--- src/rtl/traffic_pkg.sv ---
// rtl/traffic_pkg.sv - shared types and defaults for the intersection traffic blocks
package traffic_pkg;

  typedef enum logic { DENS_LOW = 1'b0, DENS_HIGH = 1'b1 } dens_state_t;

  localparam int DEF_DEBOUNCE_CYCLES = 4;
  localparam int DEF_WINDOW_CYCLES   = 64;
  localparam int DEF_CNT_W           = 8;
  localparam int DEF_HIGH_THRESH     = 6;
  localparam int DEF_LOW_THRESH      = 3;
  localparam int DEF_STUCK_WINDOWS   = 4;

  typedef enum logic [1:0] {
    LIGHT_RED    = 2'd0,
    LIGHT_YELLOW = 2'd1,
    LIGHT_GREEN  = 2'd2
  } light_colour_t;

  typedef enum logic [2:0] {
    CTRL_NS_GREEN  = 3'd0,
    CTRL_NS_YELLOW = 3'd1,
    CTRL_ALL_RED_A = 3'd2,
    CTRL_EW_GREEN  = 3'd3,
    CTRL_EW_YELLOW = 3'd4,
    CTRL_ALL_RED_B = 3'd5
  } ctrl_state_t;

endpackage

--- src/rtl/traffic_sensor_conditioner_if.sv ---
// rtl/traffic_sensor_conditioner_if.sv - raw detector inputs and conditioned density outputs
interface traffic_sensor_conditioner_if #(
  parameter int CNT_W = traffic_pkg::DEF_CNT_W
);
  logic             det_ns_raw;
  logic             det_ew_raw;
  logic             sensor_ns;
  logic             sensor_ew;
  logic [CNT_W-1:0] count_ns;
  logic [CNT_W-1:0] count_ew;
  logic             window_done;
  logic             stuck_ns;
  logic             stuck_ew;

  modport master (
    output det_ns_raw, det_ew_raw,
    input  sensor_ns, sensor_ew, count_ns, count_ew, window_done, stuck_ns, stuck_ew
  );

  modport slave (
    input  det_ns_raw, det_ew_raw,
    output sensor_ns, sensor_ew, count_ns, count_ew, window_done, stuck_ns, stuck_ew
  );
endinterface

--- src/rtl/traffic_sensor_channel.sv ---
// rtl/traffic_sensor_channel.sv - sync, debounce, windowed count and density flag for one approach
// Optional stuck-high fault detection: SENSOR_STUCK_DETECT_EN
module traffic_sensor_channel
  import traffic_pkg::*;
#(
  parameter int DEBOUNCE_CYCLES = DEF_DEBOUNCE_CYCLES,
  parameter int CNT_W           = DEF_CNT_W,
  parameter int HIGH_THRESH     = DEF_HIGH_THRESH,
  parameter int LOW_THRESH      = DEF_LOW_THRESH
`ifdef SENSOR_STUCK_DETECT_EN
  , parameter int STUCK_WINDOWS = DEF_STUCK_WINDOWS
`endif
) (
  input  logic             clk,
  input  logic             reset,
  input  logic             det_raw,
  input  logic             terminal,
  output logic             sensor,
  output logic [CNT_W-1:0] count,
  output logic             stuck
);
  localparam int               DB_W     = $clog2(DEBOUNCE_CYCLES + 1);
  localparam logic [DB_W-1:0]  DB_LAST  = DB_W'(DEBOUNCE_CYCLES - 1);
  localparam logic [CNT_W-1:0] CNT_MAX  = '1;
  localparam logic [CNT_W-1:0] HIGH_CNT = CNT_W'(HIGH_THRESH);
  localparam logic [CNT_W-1:0] LOW_CNT  = CNT_W'(LOW_THRESH);

  logic             sync1, sync2, level, level_prev, rise;
  logic [DB_W-1:0]  db_cnt;
  logic [CNT_W-1:0] live, total;
  dens_state_t      flag;

  assign rise  = level & ~level_prev;
  assign total = (rise && live != CNT_MAX) ? live + CNT_W'(1) : live;

  always_ff @(posedge clk or posedge reset) begin
    if (reset) begin
      sync1      <= 1'b0;
      sync2      <= 1'b0;
      level      <= 1'b0;
      level_prev <= 1'b0;
      db_cnt     <= '0;
    end else begin
      sync1      <= det_raw;
      sync2      <= sync1;
      level_prev <= level;
      if (sync2 == level) begin
        db_cnt <= '0;
      end else if (db_cnt == DB_LAST) begin
        level  <= sync2;
        db_cnt <= '0;
      end else begin
        db_cnt <= db_cnt + DB_W'(1);
      end
    end
  end

  // The flag decision uses total, the same value loaded into count.
  always_ff @(posedge clk or posedge reset) begin
    if (reset) begin
      live  <= '0;
      count <= '0;
      flag  <= DENS_LOW;
    end else if (terminal) begin
      live  <= '0;
      count <= total;
      case (flag)
        DENS_LOW:  if (total >= HIGH_CNT) flag <= DENS_HIGH;
        DENS_HIGH: if (total <= LOW_CNT)  flag <= DENS_LOW;
        default:   flag <= DENS_LOW;
      endcase
    end else begin
      live <= total;
    end
  end

`ifdef SENSOR_STUCK_DETECT_EN
  localparam int             SW_W    = $clog2(STUCK_WINDOWS + 1);
  localparam logic [SW_W-1:0] STUCK_N = SW_W'(STUCK_WINDOWS);

  logic [SW_W-1:0] high_windows;
  logic            saw_low, fall;

  assign fall = ~level & level_prev;

  always_ff @(posedge clk or posedge reset) begin
    if (reset) begin
      high_windows <= '0;
      saw_low      <= 1'b0;
    end else begin
      if (terminal)    saw_low <= 1'b0;
      else if (!level) saw_low <= 1'b1;
      if (fall) begin
        high_windows <= '0;
      end else if (terminal) begin
        if (!saw_low && level) begin
          if (high_windows != STUCK_N) high_windows <= high_windows + SW_W'(1);
        end else begin
          high_windows <= '0;
        end
      end
    end
  end

  assign stuck  = (high_windows == STUCK_N);
  assign sensor = (flag == DENS_HIGH) && !stuck;
`else
  assign stuck  = 1'b0;
  assign sensor = (flag == DENS_HIGH);
`endif

endmodule

--- src/rtl/traffic_sensor_conditioner.sv ---
// rtl/traffic_sensor_conditioner.sv - shared window timer driving NS and EW sensor channels
// Optional stuck-high fault detection: SENSOR_STUCK_DETECT_EN
module traffic_sensor_conditioner
  import traffic_pkg::*;
#(
  parameter int DEBOUNCE_CYCLES = DEF_DEBOUNCE_CYCLES,
  parameter int WINDOW_CYCLES   = DEF_WINDOW_CYCLES,
  parameter int CNT_W           = DEF_CNT_W,
  parameter int HIGH_THRESH     = DEF_HIGH_THRESH,
  parameter int LOW_THRESH      = DEF_LOW_THRESH
`ifdef SENSOR_STUCK_DETECT_EN
  , parameter int STUCK_WINDOWS = DEF_STUCK_WINDOWS
`endif
) (
  input logic                         clk,
  input logic                         reset,
  traffic_sensor_conditioner_if.slave bus
);
  localparam int              TW     = $clog2(WINDOW_CYCLES);
  localparam logic [TW-1:0]   T_LAST = TW'(WINDOW_CYCLES - 1);

  logic [TW-1:0] timer;
  logic          terminal, done_q;

  assign terminal        = (timer == T_LAST);
  assign bus.window_done = done_q;

  always_ff @(posedge clk or posedge reset) begin
    if (reset) begin
      timer  <= '0;
      done_q <= 1'b0;
    end else begin
      timer  <= terminal ? '0 : timer + TW'(1);
      done_q <= terminal;
    end
  end

  traffic_sensor_channel #(
    .DEBOUNCE_CYCLES(DEBOUNCE_CYCLES), .CNT_W(CNT_W),
    .HIGH_THRESH(HIGH_THRESH), .LOW_THRESH(LOW_THRESH)
`ifdef SENSOR_STUCK_DETECT_EN
    , .STUCK_WINDOWS(STUCK_WINDOWS)
`endif
  ) u_ns (
    .clk(clk), .reset(reset), .det_raw(bus.det_ns_raw), .terminal(terminal),
    .sensor(bus.sensor_ns), .count(bus.count_ns), .stuck(bus.stuck_ns)
  );

  traffic_sensor_channel #(
    .DEBOUNCE_CYCLES(DEBOUNCE_CYCLES), .CNT_W(CNT_W),
    .HIGH_THRESH(HIGH_THRESH), .LOW_THRESH(LOW_THRESH)
`ifdef SENSOR_STUCK_DETECT_EN
    , .STUCK_WINDOWS(STUCK_WINDOWS)
`endif
  ) u_ew (
    .clk(clk), .reset(reset), .det_raw(bus.det_ew_raw), .terminal(terminal),
    .sensor(bus.sensor_ew), .count(bus.count_ew), .stuck(bus.stuck_ew)
  );

endmodule

--- src/flat_wrapper.sv ---
// flat-port wrapper written by rule: the top's interface ports become plain ports
module traffic_sensor_conditioner_flat import traffic_pkg::*;
#(
  parameter int DEBOUNCE_CYCLES = DEF_DEBOUNCE_CYCLES,
  parameter int WINDOW_CYCLES   = DEF_WINDOW_CYCLES,
  parameter int CNT_W           = DEF_CNT_W,
  parameter int HIGH_THRESH     = DEF_HIGH_THRESH,
  parameter int LOW_THRESH      = DEF_LOW_THRESH

)
  (clk, reset, bus_det_ns_raw, bus_det_ew_raw, bus_sensor_ns, bus_sensor_ew, bus_count_ns, bus_count_ew, bus_window_done, bus_stuck_ns, bus_stuck_ew);
  traffic_sensor_conditioner_if #(.CNT_W(CNT_W)) bus_i ();
  input logic clk;
  input logic reset;
  input wire logic [$bits(bus_i.det_ns_raw)-1:0] bus_det_ns_raw;
  input wire logic [$bits(bus_i.det_ew_raw)-1:0] bus_det_ew_raw;
  output wire logic [$bits(bus_i.sensor_ns)-1:0] bus_sensor_ns;
  output wire logic [$bits(bus_i.sensor_ew)-1:0] bus_sensor_ew;
  output wire logic [$bits(bus_i.count_ns)-1:0] bus_count_ns;
  output wire logic [$bits(bus_i.count_ew)-1:0] bus_count_ew;
  output wire logic [$bits(bus_i.window_done)-1:0] bus_window_done;
  output wire logic [$bits(bus_i.stuck_ns)-1:0] bus_stuck_ns;
  output wire logic [$bits(bus_i.stuck_ew)-1:0] bus_stuck_ew;
  assign bus_i.det_ns_raw = bus_det_ns_raw;
  assign bus_i.det_ew_raw = bus_det_ew_raw;
  assign bus_sensor_ns = bus_i.sensor_ns;
  assign bus_sensor_ew = bus_i.sensor_ew;
  assign bus_count_ns = bus_i.count_ns;
  assign bus_count_ew = bus_i.count_ew;
  assign bus_window_done = bus_i.window_done;
  assign bus_stuck_ns = bus_i.stuck_ns;
  assign bus_stuck_ew = bus_i.stuck_ew;
  traffic_sensor_conditioner #(.DEBOUNCE_CYCLES(DEBOUNCE_CYCLES), .WINDOW_CYCLES(WINDOW_CYCLES), .CNT_W(CNT_W), .HIGH_THRESH(HIGH_THRESH), .LOW_THRESH(LOW_THRESH)) u_core (.clk(clk), .reset(reset), .bus(bus_i));
endmodule
--- config.mk ---
export PLATFORM = sky130hd
export DESIGN_NAME = traffic_sensor_conditioner_flat
export DESIGN_NICKNAME = d
export VERILOG_FILES = /design/src/rtl/traffic_pkg.sv /design/src/rtl/traffic_sensor_conditioner_if.sv /design/src/rtl/traffic_sensor_channel.sv /design/src/rtl/traffic_sensor_conditioner.sv /design/src/flat_wrapper.sv
export SDC_FILE = /design/constraint.sdc
export NUM_CORES = 1
export LEC_CHECK = 0
export CORE_MARGIN = 1.5
export CORE_UTILIZATION = 56
export CTS_CLUSTER_DIAMETER = 150
export DETAILED_ROUTE_END_ITERATION = 8
export PLACE_DENSITY = 0.8
export SLEW_MARGIN = 20
export SYNTH_ARGS = -nofsm -noshare
export SYNTH_HDL_FRONTEND = slang
export SYNTH_SLANG_ARGS = --single-unit
--- constraint.sdc ---
create_clock -name clk -period 2.2 [get_ports clk]
set_input_delay 0.22 -clock clk [delete_from_list [all_inputs] [get_ports clk]]
set_output_delay 0.22 -clock clk [all_outputs]
set_load 0.02 [all_outputs]
==> results by stage <==
Outcome:
- The flow ran to the end, and the final reports show no timing, DRC or antenna violations.

Layout:
- Leaving out fill and tap cells, the most frequent cell in the layout is sky130_fd_sc_hd__dfrtp_1.
- The area overhead of the layout relative to synthesis is 14.88%.
- Leaving out fill and tap cells, the most frequent cells in the layout are 54 x sky130_fd_sc_hd__dfrtp_1, 29 x sky130_fd_sc_hd__nand2_1, 22 x sky130_fd_sc_hd__clkdlybuf4s50_1.
- The finished cells cover 2781 µm².
- The final layout contains between 200 and 300 nets.
- The antenna diode count is 0.
- Of the cells placed in the final design, the portion with a size suffix greater than 1 is 0.07115.
- The core occupancy in the finished layout is 0.6806.

Logic synthesis:
- The proportion of synthesized chip area in sequential cells is 0.5685.
- The synthesis warning total is 0.
- The cell count after synthesis came out at between 200 and 250.
- A synthesized cell averages between 10 and 15 µm².
- The proportion of register bits with asynchronous set or reset after synthesis is 1.000.
- Counting distinct cell types in the post-synthesis netlist gives 41.
- After synthesis the netlist holds a flip-flop and latch count of between 50 and 60.
- The most common flop cell mapped by yosys is sky130_fd_sc_hd__dfrtp_1.
- The netlist area before placement is 2421 µm².
- The number of synthesized flops with an enable pin is 0.

Power and ir drop:
- The areal power density over the cells is ~910 nW/µm².
- The maximum vdd ir drop is between 0.0006 and 0.0007 V.
- The leakage power is about 0.0012 µW.

Timing:
- The pin slew with the least headroom to its limit is just under 0.6 ns.
- The setup skew after layout is about 0.010 ns.
- In the finished design, the share of the clock period the worst path needs comes to 0.9647.
- Derived from the worst setup path, the maximum achievable clock frequency is roughly 470 MHz.
- The total negative setup slack is 0 ns.
- Measured against its own limit, the worst slew margin works out to 0.6005.
- The final period demand of the worst path is 2.122 ns.
- Setup repair after global routing left no endpoint under its margin.
- The number of failing hold endpoints at the final stage is 0.
- Setup violations remaining at the end of the flow were counted as 0.
- The max-slew violation count is 0.

Floorplan:
- The area of the core is 4086 µm².
- Row generation in the floorplan step produced 23 rows.
- In this run the horizontal extent of the chip is approximately 69 µm.
- The number of top-level design ports is 25.
- The die span in y is 68.75 µm.
- The initial utilization of the core area, before any placement, comes to 0.5925.
- The die covers ~4700 µm².

Critical path:
- The endpoint identified for the worst register-to-register timing path is u_core.u_ns.sensor.
- The type of the setup path with the least slack is register to register.
- In this run the critical register-to-register path is launched from u_core.u_ns.live[0].
- The data arrival at the endpoint of the critical path is 2.32 ns.
- Of all nets on the critical path, the largest fanout is 8.
- The setup slack on the worst flop-to-flop path is 0.08 ns.
- The worst setup path is launched from a register.
- The critical path capture point type is a register.
- The required time of the worst setup path is 2.40 ns.
- The length in cells of the worst reg-to-reg path is 6.

Placement:
- The cell area after placement is 2683 µm².
- Port buffering added 22 buffers.
- Routability-driven placement finished with a final weighted congestion of around 0.95.
- The detailed placement HPWL is 2870 µm.

Global route:
- The total congestion overflow after global routing is 0.
- Entering global routing, the biggest net connects 35 pins.
- The number of antenna violations at the first check in global routing came to 0.
- Across every metal layer, demand over resource in global routing totals 0.2006.
- The number of global-route vias before repair was ~1,500.
- The global-route wire length before repair is roughly 6900 µm.

Drt:
- The pre-antenna-repair detailed-routing pass consisted of 4 iterations.
- The first-iteration detailed-routing DRC count is between 100 and 150.
- Using the TritonRoute via totals, the vias-per-cell ratio works out to 5.561.
- The post-detailed-route count of antenna-violating nets is 0.
- The routed layout has between 1,500 and 2,000 vias.
- The average detailed-routed wire length per instance is about 14 µm.
- The post-route DRC violation count is 0.
- The routed design has about 4200 µm of wire.

Clock network:
- The later pin in the worst-skew pair is clocked with a latency of 0.31 ns.
- The library cell used as clock root buffer is sky130_fd_sc_hd__clkbuf_8.
- The H-tree generated during clock tree synthesis spans 2 levels.
- Hold repair after CTS inserted 0 buffers.
- The sink count of the clock tree is 55.
- In this run the deepest clock path goes through 2 buffers.
- Clock-pin slew was measured on the worst setup and hold paths at around 0.090 ns.
- TritonCTS built the clock tree.
- The number of clock buffers added by TritonCTS is 5.

Min path:
- In this run the worst hold path is classified as input pin to async pin.

Run:
- The count of maximum capacitance violations is 0.
## logic make-up (layout without fill, tap and decap cells)
kind of cell             after synthesis  count (layout)  synth area share
multiplexers                           6               6           0.02532
XOR/XNOR                              13              13           0.04703
adder cells (fa/ha/maj)                5               5           0.02584
flip-flops                            55              55            0.5685
AND/OR/NAND/NOR                       93              93            0.1912
buffers and inverters                 19              40           0.03566
other                                  1               2          0.001549
AO/OA/AOI/OAI                         39              39            0.1049
## timing repair
item / in CTS / in global routing
setup endpoints to repair: 0 / 1
resized for setup: 0 / 2
buffers inserted: 0 / 0
## worst max path at each step
stage | start | to | slack, ns
floorplan | u_core.u_ew.live[3] | u_core.u_ew.sensor | 0.34
global placement | u_core.u_ns.live[0] | u_core.u_ns.sensor | 0.20
detailed placement | u_core.u_ns.live[0] | u_core.u_ns.sensor | 0.11
CTS | u_core.u_ns.live[0] | u_core.u_ns.sensor | 0.07
global route | u_core.u_ns.live[0] | u_core.u_ns.sensor | 0.02
finish | u_core.u_ns.live[0] | u_core.u_ns.sensor | 0.08
## area by class of cell
class                      instances  area (µm²)
clock buffer                       7       86.33
clock inverter                     1       8.758
fill                             331        1305
inverter                           7       26.28
multi-input combinational        158       964.7
sequential                        55        1378
tap                               50       62.56
timing repair buffer              25       255.2
## where the power goes
part | total (µW) | internal, µW | leakage, µW | switching (µW)
clock | 573 | 258 | 0.0000484 | 315
combinational | 619 | 270 | 0.000452 | 350
sequential | 1350 | 1180 | 0.000714 | 175
total | 2540 | 1700 | 0.00121 | 839
## worst max-delay path, cell delays in order (launching register included)
cell                        delay [ns]
sky130_fd_sc_hd__dfrtp_2          0.47
sky130_fd_sc_hd__ha_2             0.24
sky130_fd_sc_hd__and4b_1          0.25
sky130_fd_sc_hd__a2111oi_0        0.60
sky130_fd_sc_hd__o22ai_1          0.17
sky130_fd_sc_hd__nor3b_1          0.23
sky130_fd_sc_hd__nor3_1           0.06
## stage by stage
step | total power (µW) | std cells | hold slack (ns) | setup WS (ns)
2_1_floorplan | 1837 | 232 | 0.2514 | 0.3415
3_3_place_gp | 1957 | 295 | 0.3318 | 0.2031
3_5_place_dp | 1973 | 295 | 0.3358 | 0.1061
4_1_cts | 2561 | 303 | 0.2775 | 0.07216
5_1_grt | 2713 | 303 | 0.3213 | 0.02116
6_report | 2542 | 303 | 0.2644 | 0.07766
## sequential cells by signal (all words and copies together) (netlist names), 3 cells and up
signal,flops
u_core.u_ew.db_cnt,3
u_core.u_ns.count,8
u_core.u_ns.db_cnt,3
u_core.u_ew.live,8
u_core.timer,6
u_core.u_ew.count,8
u_core.u_ns.live,8
## layer usage
metal | track usage | wire length (µm) | vias up
li1 | - | - | 832
met4 | 0.07108 | 55 | 0
met2 | 0.3209 | 1897 | 44
met1 | 0.2607 | 2020 | 804
met5 | 0 | 0 | -
met3 | 0.05844 | 177 | 5
## cell usage after synthesis, types with 3 or more instances
| library cell | number | area, µm² |
|---|---|---|
| sky130_fd_sc_hd__xnor2_1 | 8 | 70.07 |
| sky130_fd_sc_hd__o21ai_0 | 21 | 105.1 |
| sky130_fd_sc_hd__nor3_1 | 7 | 35.03 |
| sky130_fd_sc_hd__and2_1 | 3 | 18.77 |
| sky130_fd_sc_hd__nand4_1 | 5 | 31.28 |
| sky130_fd_sc_hd__nor2_1 | 20 | 75.07 |
| sky130_fd_sc_hd__xor2_1 | 5 | 43.79 |
| sky130_fd_sc_hd__dfrtp_1 | 55 | 1376 |
| sky130_fd_sc_hd__ha_1 | 5 | 62.56 |
| sky130_fd_sc_hd__clkbuf_1 | 9 | 33.78 |
| sky130_fd_sc_hd__nand3_1 | 11 | 55.05 |
| sky130_fd_sc_hd__a21oi_1 | 4 | 20.02 |
| sky130_fd_sc_hd__nor2b_1 | 3 | 18.77 |
| sky130_fd_sc_hd__mux2i_1 | 5 | 50.05 |
| sky130_fd_sc_hd__nor3b_1 | 4 | 30.03 |
| sky130_fd_sc_hd__inv_1 | 7 | 26.28 |
| sky130_fd_sc_hd__nand2_1 | 29 | 108.9 |
(Power assumes the default switching activity.)
